[src/rtl/rapid_pkg.sv]
// rapid_pkg: definitions shared by the memory stage and its byte-lane helper.
// Contents: datapath width, load/store width codes (fcs), the memory-stage
// FSM state type and the decoded control word forwarded down the pipeline.
package rapid_pkg;

    localparam int XLEN = 32;

    // Load/store width codes carried in control_s.fcs
    localparam logic [2:0] LS_B  = 3'b000;
    localparam logic [2:0] LS_H  = 3'b001;
    localparam logic [2:0] LS_W  = 3'b010;
    localparam logic [2:0] LS_BU = 3'b100;
    localparam logic [2:0] LS_HU = 3'b101;

    typedef enum logic [1:0] {
        MEM_IDLE   = 2'd0,
        MEM_ACCESS = 2'd1,
        MEM_RESP   = 2'd2
    } MEM_state_t;

    // mem: memory instruction; iop: 0 load / 1 store; fcs: width code
    typedef struct packed {
        logic       mem;
        logic       iop;
        logic [2:0] fcs;
        logic       reg_write;
        logic [4:0] rd;
    } control_s;

    function automatic control_s control_s_default();
        control_s c;
        c = '0;
        return c;
    endfunction

endpackage

[src/rtl/mem_lane_align.sv]
// mem_lane_align: combinational byte-lane steering for a 32-bit data bus.
// Ports:
//   i_fcs        width code (LS_B/H/W/BU/HU)
//   i_addr       low two bits of the byte address
//   i_rs2        store data
//   i_rdata      read word from the bus
//   o_wdata      lane-replicated store data
//   o_wstrb      byte enables for a store
//   o_load       selected and sign/zero-extended load result
//   o_misaligned illegal width code or address not aligned to the width
module mem_lane_align
    import rapid_pkg::*;
(
    input  logic [2:0]      i_fcs,
    input  logic [1:0]      i_addr,
    input  logic [XLEN-1:0] i_rs2,
    input  logic [XLEN-1:0] i_rdata,
    output logic [XLEN-1:0] o_wdata,
    output logic [3:0]      o_wstrb,
    output logic [XLEN-1:0] o_load,
    output logic            o_misaligned
);

    logic [7:0]  w_byte;
    logic [15:0] w_half;

    assign w_byte = i_rdata[8*i_addr +: 8];
    assign w_half = i_addr[1] ? i_rdata[31:16] : i_rdata[15:0];

    always_comb begin
        o_wdata      = '0;
        o_wstrb      = '0;
        o_load       = '0;
        o_misaligned = 1'b0;
        case (i_fcs)
            LS_B, LS_BU: begin
                o_wdata = {4{i_rs2[7:0]}};
                o_wstrb = 4'b0001 << i_addr;
                o_load  = (i_fcs == LS_B) ? {{(XLEN-8){w_byte[7]}}, w_byte}
                                          : {{(XLEN-8){1'b0}}, w_byte};
            end
            LS_H, LS_HU: begin
                o_wdata      = {2{i_rs2[15:0]}};
                o_wstrb      = i_addr[1] ? 4'b1100 : 4'b0011;
                o_load       = (i_fcs == LS_H) ? {{(XLEN-16){w_half[15]}}, w_half}
                                               : {{(XLEN-16){1'b0}}, w_half};
                o_misaligned = i_addr[0];
            end
            LS_W: begin
                o_wdata      = i_rs2;
                o_wstrb      = 4'b1111;
                o_load       = i_rdata;
                o_misaligned = (i_addr != 2'b00);
            end
            default: o_misaligned = 1'b1;
        endcase
    end

endmodule

[src/rtl/mem_stage.sv]
// mem_stage: pipeline memory stage. Runs one load/store per memory
// instruction on a single-outstanding req/ack bus; other instructions pass
// straight through to writeback. Holds one instruction at a time.
// Optional feature: define MEM_TIMEOUT_EN to abort an access that gets no
// ack within TIMEOUT_CYCLES request cycles (result reported as a fault).
// Ports:
//   i_clk, i_reset_n                     clock, async active-low reset
//   i_ex_valid/o_ex_ready                EX handshake
//   i_control_signal, i_rd_output, i_rs2 instruction from EX
//   o_mem_req/we/addr/wdata/wstrb        bus request
//   i_mem_ack, i_mem_rdata               bus response
//   o_wb_valid/i_wb_ready                WB handshake
//   o_control_signal, o_rd_data, o_fault result to WB
module mem_stage
    import rapid_pkg::*;
#(
    parameter int ADDR_W         = XLEN,
    parameter int TIMEOUT_CYCLES = 255
) (
    input  logic              i_clk,
    input  logic              i_reset_n,
    input  logic              i_ex_valid,
    output logic              o_ex_ready,
    input  control_s          i_control_signal,
    input  logic [XLEN-1:0]   i_rd_output,
    input  logic [XLEN-1:0]   i_rs2,
    output logic              o_mem_req,
    output logic              o_mem_we,
    output logic [ADDR_W-1:0] o_mem_addr,
    output logic [XLEN-1:0]   o_mem_wdata,
    output logic [3:0]        o_mem_wstrb,
    input  logic              i_mem_ack,
    input  logic [XLEN-1:0]   i_mem_rdata,
    output logic              o_wb_valid,
    input  logic              i_wb_ready,
    output control_s          o_control_signal,
    output logic [XLEN-1:0]   o_rd_data,
    output logic              o_fault
);

    MEM_state_t      r_state, w_next;
    control_s        r_ctrl;
    logic [XLEN-1:0] r_addr, r_rs2, r_rd_data;
    logic            r_fault;

    logic            w_accept, w_illegal, w_go_access, w_timeout;
    logic [2:0]      w_al_fcs;
    logic [1:0]      w_al_addr;
    logic [XLEN-1:0] w_wdata, w_load;
    logic [3:0]      w_wstrb;
    logic            w_misaligned;

    // The aligner sees the incoming instruction while idle (legality check at
    // accept) and the latched one otherwise (bus drive and load capture).
    assign w_al_fcs  = (r_state == MEM_IDLE) ? i_control_signal.fcs : r_ctrl.fcs;
    assign w_al_addr = (r_state == MEM_IDLE) ? i_rd_output[1:0]     : r_addr[1:0];

    mem_lane_align u_align (
        .i_fcs        (w_al_fcs),
        .i_addr       (w_al_addr),
        .i_rs2        (r_rs2),
        .i_rdata      (i_mem_rdata),
        .o_wdata      (w_wdata),
        .o_wstrb      (w_wstrb),
        .o_load       (w_load),
        .o_misaligned (w_misaligned)
    );

    // Unsigned widths (fcs[2]=1) are load-only.
    assign w_illegal   = w_misaligned | (i_control_signal.iop & i_control_signal.fcs[2]);
    assign w_go_access = i_control_signal.mem & ~w_illegal;
    assign w_accept    = i_ex_valid & o_ex_ready;

`ifdef MEM_TIMEOUT_EN
    localparam int CNT_W = (TIMEOUT_CYCLES >= 256) ? $clog2(TIMEOUT_CYCLES + 1) : 8;
    logic [CNT_W-1:0] r_to_cnt;

    always_ff @(posedge i_clk or negedge i_reset_n) begin
        if (!i_reset_n)
            r_to_cnt <= '0;
        else if (r_state != MEM_ACCESS)
            r_to_cnt <= '0;
        else if (!i_mem_ack)
            r_to_cnt <= r_to_cnt + 1'b1;
    end

    assign w_timeout = (r_state == MEM_ACCESS) && !i_mem_ack &&
                       (r_to_cnt == CNT_W'(TIMEOUT_CYCLES - 1));
`else
    logic w_unused_timeout;
    assign w_unused_timeout = ^TIMEOUT_CYCLES;
    assign w_timeout        = 1'b0;
`endif

    // State register
    always_ff @(posedge i_clk or negedge i_reset_n) begin
        if (!i_reset_n)
            r_state <= MEM_IDLE;
        else
            r_state <= w_next;
    end

    // Next-state logic
    always_comb begin
        w_next = r_state;
        case (r_state)
            MEM_IDLE:   if (w_accept) w_next = w_go_access ? MEM_ACCESS : MEM_RESP;
            MEM_ACCESS: if (i_mem_ack || w_timeout) w_next = MEM_RESP;
            MEM_RESP:   if (i_wb_ready) w_next = MEM_IDLE;
            default:    w_next = MEM_IDLE;
        endcase
    end

    // Instruction and result registers
    always_ff @(posedge i_clk or negedge i_reset_n) begin
        if (!i_reset_n) begin
            r_ctrl    <= control_s_default();
            r_addr    <= '0;
            r_rs2     <= '0;
            r_rd_data <= '0;
            r_fault   <= 1'b0;
        end else if (w_accept) begin
            r_ctrl    <= i_control_signal;
            r_addr    <= i_rd_output;
            r_rs2     <= i_rs2;
            r_rd_data <= i_control_signal.mem ? '0 : i_rd_output;
            r_fault   <= i_control_signal.mem & w_illegal;
        end else if (r_state == MEM_ACCESS) begin
            if (i_mem_ack) begin
                r_rd_data <= r_ctrl.iop ? '0 : w_load;
            end else if (w_timeout) begin
                r_rd_data <= '0;
                r_fault   <= 1'b1;
            end
        end
    end

    // Outputs
    always_comb begin
        o_ex_ready       = (r_state == MEM_IDLE) & i_reset_n;
        o_mem_req        = (r_state == MEM_ACCESS);
        o_mem_we         = o_mem_req & r_ctrl.iop;
        o_mem_addr       = o_mem_req ? {r_addr[ADDR_W-1:2], 2'b00} : '0;
        o_mem_wdata      = o_mem_we ? w_wdata : '0;
        o_mem_wstrb      = o_mem_we ? w_wstrb : '0;
        o_wb_valid       = (r_state == MEM_RESP);
        o_control_signal = r_ctrl;
        o_rd_data        = o_wb_valid ? r_rd_data : '0;
        o_fault          = o_wb_valid & r_fault;
    end

endmodule
[config.mk]
export PLATFORM = sky130hd
export DESIGN_NAME = mem_stage
export DESIGN_NICKNAME = d
export VERILOG_FILES = /design/src/rtl/rapid_pkg.sv /design/src/rtl/mem_lane_align.sv /design/src/rtl/mem_stage.sv
export SDC_FILE = /design/constraint.sdc
export NUM_CORES = 1
export LEC_CHECK = 0
export ABC_CLOCK_PERIOD_IN_PS = 2000
export BUFFER_PORTS_ARGS = -buffer_cell sky130_fd_sc_hd__buf_2
export CAP_MARGIN = 20
export CORE_UTILIZATION = 45
export CTS_BUF_LIST = sky130_fd_sc_hd__clkbuf_16
export DETAILED_ROUTE_END_ITERATION = 16
export PLACE_DENSITY = 0.79
export SYNTH_ARGS = -nofsm -noshare
export SYNTH_HDL_FRONTEND = slang
export SYNTH_SLANG_ARGS = --single-unit
[constraint.sdc]
create_clock -name i_clk -period 2 [get_ports i_clk]
set_input_delay 0.4 -clock i_clk [delete_from_list [all_inputs] [get_ports i_clk]]
set_output_delay 0.4 -clock i_clk [all_outputs]
set_load 0.005 [all_outputs]
---- After elaboration in Yosys (flattened, before gate mapping) ----
Index checks and enable logic that the tools add are counted.
storage, ports and cells
  bits in registers ....................... 110
  input port bits ......................... 112
  logic and storage cells ................. 63
cells by class
  eq/ne operators ......................... 9
  shift operators ......................... 2
  mux-type cells .......................... 24
  bitwise logic cells ..................... 9
  reductions and logical operators ........ 9
operators by type and width
  operator                                                                number
  32-bit two-way mux                                                      10
  32-bit one-hot mux with 3 select lines                                  2
  32-bit by 6-bit indexed part select with 8-bit output                   1
  16-bit two-way mux                                                      1
  4-bit one-hot mux with 3 select lines                                   1
  2-bit two-way mux                                                       5
  4-bit two-way mux                                                       2
  1-bit AND                                                               7
  3-bit equality test (second input constant)                             2
  2-bit one-hot mux with 3 select lines                                   1
  2-bit nonzero test                                                      3
  2-bit by 1-bit != test with 1-bit output (second input constant)        2
  2-bit OR reduction                                                      2
  1-bit by 2-bit left shift with 4-bit output (first input constant)      1
  3-bit by 1-bit equality test with 1-bit output (second input constant)  1
  3-bit by 2-bit equality test with 1-bit output (second input constant)  1
  3-bit zero test                                                         1
  3-bit two-way mux                                                       1
  1-bit one-hot mux with 3 select lines                                   1
  3-bit AND reduction                                                     1
  2-bit by 1-bit equality test with 1-bit output (second input constant)  1
  2-bit equality test (second input constant)                             1
  2-bit zero test                                                         1
  2-bit != test (second input constant)                                   1
  other kinds (3)                                                         3

---- Depth between registers and ports, before layout ----
  word-level depth ........................ 11
  gate-level depth with buffers ........... 9

---- Modules after synthesis ----
A second synthesis with hierarchy kept.
unflattened totals
  cell total of the unflattened synthesis .. 669
  area total of the unflattened synthesis .. 6,854.1 um^2
by module, submodules not included
  module          instances  cells each  area an instance (um^2)
  mem_stage       1          476         5,667.9
  mem_lane_align  1          193         1,186.1

---- Least setup slack after synthesis ----
No wires, ideal clock.
  path kind ............................... reg-to-output
  from .................................... register r_state[0]
  to ...................................... output o_mem_wdata[10]
  data arrival time ....................... 1.840 ns
  required time ........................... 1.600 ns
  setup slack ............................. -0.240 ns
  cell stages (with the launch flop) ...... 8
  path buffers ............................ 2
  cells stage by stage .................... dfrtp_1 -> or3b_1 -> and2_1 -> clkbuf_2 -> buf_2 -> o21ai_1 -> a22oi_1 -> nor2_1
between the ends
  word-level cells in the longest chain between the ends .. 6
RTL lines
  what                                         line                  source
  start, declared                              mem_stage.sv:41       MEM_state_t r_state, w_next;
  start signal, assigned                       mem_stage.sv:100      r_state <= w_next;
  2-bit zero test                              mem_stage.sv:55       assign w_al_fcs = (r_state == MEM_IDLE) ? i_control_signal.fcs : r_ctrl.fcs;
  3-bit two-way mux                            mem_stage.sv:55
  3-bit equality test (tied with other cells)  mem_lane_align.sv:35  case (i_fcs)
  2-bit OR reduction                           mem_lane_align.sv:35
  32-bit one-hot mux with 3 select lines       mem_lane_align.sv:35
  32-bit two-way mux (*)                       mem_stage.sv:144      o_mem_wdata = o_mem_we ? w_wdata : '0;
  end, declared                                mem_stage.sv:30       output logic [XLEN-1:0] o_mem_wdata,
Every way passes the cells marked *; elsewhere a longest branch is shown, timed or not.

---- Final worst setup path ----
  from .................................... register r_state[1]
  to ...................................... output o_mem_wstrb[2]
between the ends
  word-level cells in the longest chain between the ends .. 6
RTL lines
  what                                         line                              source
  2-bit zero test                              mem_stage.sv:55, mem_stage.sv:56
  3-bit two-way mux                            mem_stage.sv:55
  3-bit equality test (tied with other cells)  mem_lane_align.sv:35
  2-bit OR reduction                           mem_lane_align.sv:35
  4-bit one-hot mux with 3 select lines        mem_lane_align.sv:35
  4-bit two-way mux (*)                        mem_stage.sv:145                  o_mem_wstrb = o_mem_we ? w_wstrb : '0;
  end, declared                                mem_stage.sv:31                   output logic [3:0] o_mem_wstrb,
Marked as above.

==> impl_metrics.json <==
{
  "core_um2": 13400,
  "clkTransAtPathRegs_ns": 0.07,
  "crit_path_end_kind": "output pin",
  "cts_max_path_buffers": 2,
  "insertedDiodeCount": 0,
  "worst-path-stages": 8,
  "total_power_mw": 13.7,
  "nets": 969,
  "drive_above_1_share": 0.574,
  "netlist_instances": 575,
  "hold_buffers": 0,
  "die_y_um": 120,
  "fp-row-count": 42,
  "reg2reg_slack_ns": -0.40,
  "failed_checks": "negative setup slack",
  "worst_slew_pin_slew_ns": 0.642,
  "finClkSkew_ns": 0.0101,
  "leakagePower_nw": 4.50,
  "yosysSeqAreaShare": 0.441,
  "htreeDepth": 3,
  "numPortBuffers": 225,
  "finalMaxSlewViolations": 0,
  "critPathCapture": "o_mem_wstrb[2]",
  "rsz0062_at_grt": "true",
  "drt-wirelength-per-cell_um": 22.7,
  "synth.avg_cell_area_um2": 10.9,
  "async_reset_ff_frac": 1.00,
  "drtIter0Drc": 650,
  "grt_pass1_wl_mm": 33.0,
  "worstPathArrival_ns": 2.23,
  "min_period_over_period": 1.31,
  "cts_tree": "yes",
  "reg2regPathDepth": 9,
  "grt.overflow.total": 0,
  "p_per_area_nw_per_um2": 1440,
  "hold_class": "input port to async pin",
  "startpoint": "r_state[1]",
  "pre_cts_slack_ns": -0.299,
  "fin_hold_ws_ns": 0.115,
  "critical_path_class": "flip-flop to output pin",
  "synth_edf_count": 0,
  "status": "complete, but fails checks",
  "dr.pass1.iters": 7,
  "hold_viol_final": 0,
  "nFillCells": 935,
  "io_pins": 228,
  "grt_pass1_vias": 5949,
  "antenna_found_initial": 0,
  "worstReg2RegStart": "r_state[1]",
  "cts_made_buffers": 9,
  "via_per_inst": 6.17,
  "clock.fmax_mhz": 380,
  "synthFlopType": "dfrtp_1",
  "r2r_end": "r_rd_data[4]",
  "worst-path-buf-inv": 3,
  "vdd_drop_max_mv": 0.697,
  "max_stage_delay_ns": 0.54,
  "critPathMaxFanout": 17,
  "drc": 0,
  "insertion_delay_ns": 0.36,
  "area_delta_synth_final_pct": 52.8,
  "cts_root_buf": "clkbuf_16",
  "drv_cap": 0,
  "initial_core_util": 0.466,
  "dieArea_um2": 14300,
  "cts.sinks": 110,
  "syn_area_um2": 6240,
  "vias": 6407,
  "gp_congestion": 0.862,
  "start_kind": "flip-flop",
  "crit_slowest_cell": "or4_4",
  "slew_headroom": 0.572,
  "cp_data_required_time_ns": 1.60,
  "ys_types": 60,
  "grt_max_degree": 112,
  "setup_slack_ns": -0.629,
  "fp.dieW_um": 120,
  "final_core_util": 0.711,
  "track_usage": 0.301,
  "path_delay_family": "simple AND/OR/NAND/NOR gates",
  "postRouteAntennaNets": 0,
  "setup_viol": 179,
  "synth-seq-cells": 110,
  "crit_chain": "buf_6 -> or4_4 -> o31ai_4 -> buf_12 -> a21oi_2 -> nor2_1 -> o21a_1 -> buf_2",
  "wl_mm": 23.6,
  "fin_crit_ns": 2.63,
  "ys_warn_count": 0,
  "hpwl_mm": 14.6
}
cell usage in the layout, fill, tap and decap left out, drive strengths merged, types with 6 or more instances in the layout:
cell,instances
o2bb2ai,16
a222oi,8
buf,311
a221oi,12
inv,10
a22o,9
a31oi,17
nor2,38
a21oi,25
o21ai,13
and2,74
mux2,75
nand2,8
a2bb2oi,9
dfrtp,110
o221ai,6
a22oi,43
clkbuf,15
sequential cells by signal (all words and copies together), names as in the netlist:
register	count
r_addr	32
r_rd_data	32
r_rs2	32
o_control_signal	11
r_state	2
r_fault	1
worst min-delay path by stage:
stage	to	slack, ns	cells past startpoint
5_1_grt	r_addr[2]	0.16	2
6_report	r_rd_data[2]	0.12	2
3_3_place_gp	r_addr[27]	0.48	1
3_5_place_dp	r_addr[26]	0.49	1
2_1_floorplan	o_control_signal[0]	0.10	0
4_1_cts	r_addr[11]	0.18	2
cell usage after synthesis (all sizes together) (2+ instances only):
cell type	instances	area, um2
a211oi	5	37.5
a21boi	5	37.5
a21o	5	37.5
a21oi	25	129
a221oi	12	111
a222oi	8	80.1
a22o	9	78.8
a22oi	43	323
a2bb2oi	9	78.8
a31oi	17	106
and2	74	463
buf	35	209
clkbuf	15	57.6
dfrtp	110	2750
inv	8	30.0
mux2	75	848
mux2i	2	20.0
mux4	2	45.0
nand2	8	30.0
nand2b	2	12.5
nor2	35	139
nor3	2	10.0
o211ai	2	20.0
o21a	2	22.5
o21ai	13	68.8
o221ai	6	52.6
o22ai	4	31.3
o2bb2ai	16	140
o31a	2	17.5
o31ai	2	28.8
o41a	5	56.3
or3b	2	17.5
or4	2	18.8
metrics by stage:
stage               setup TNS (ns)  area [um2]  cells
finish                      -42.40        9530   1038
global route                -53.24        9530   1038
CTS                         -33.84        8760   1017
detailed placement          -14.54        7970    986
global placement            -12.12        7970    986
floorplan                   -0.760        6340    576
metal layers:
layer	vias to the layer above	GRT usage	routed length [um]
met5	-	0	0
met3	82	0.0551	2070
li1	2748	-	-
met4	0	0.155	1090
met1	3114	0.382	9210
met2	463	0.490	11200
worst register-to-register path, cell delays in order, from the launching register on:
cell and delay (ns):
dfrtp_1 0.42, buf_6 0.15, nor4_4 0.33, buf_4 0.18, buf_6 0.09, a221oi_4 0.04, buf_6 0.14, or3_4 0.42
o41a_1 0.46, o21ai_2 0.08
area by class of cell:
cell class / count / area (um2) / share of cell area
flip-flops and latches: 110 / 2750 / 0.289
clock inverters: 7 / 71.3 / 0.00748
inverters: 8 / 30.0 / 0.00315
multi-input cells: 411 / 3750 / 0.394
clock buffers: 9 / 225 / 0.0236
well taps: 176 / 220 / 0.0231
repair buffers: 317 / 2480 / 0.260
power by group:
part | internal (mW) | total [mW] | switching [mW] | leakage, nW
clock | 0.978 | 1.86 | 0.884 | 0.150
sequential | 3.28 | 4.17 | 0.889 | 1.33
combinational | 4.25 | 7.67 | 3.42 | 3.02
what timing repair did:
item / in CTS / in global routing
setup buffers: 9 / 13
resized for setup: 65 / 129
pin swaps: 19 / 25
endpoints found under the hold margin: 0 / 0
endpoints found under the setup margin: 132 / 209
cloned: 6 / 10
cell families (layout without fill, tap and decap cells):
family / after synthesis / after routing / synth area share
AOI/OAI and AO/OA: 193 / 193 / 0.238
muxes: 79 / 79 / 0.146
DFF: 110 / 110 / 0.441
and+or+nand+nor: 134 / 137 / 0.127
other: 1 / 2 / 0.000601
buffers and inverters: 58 / 341 / 0.0475
No activity file was read; power rests on OpenSTA's default activity.
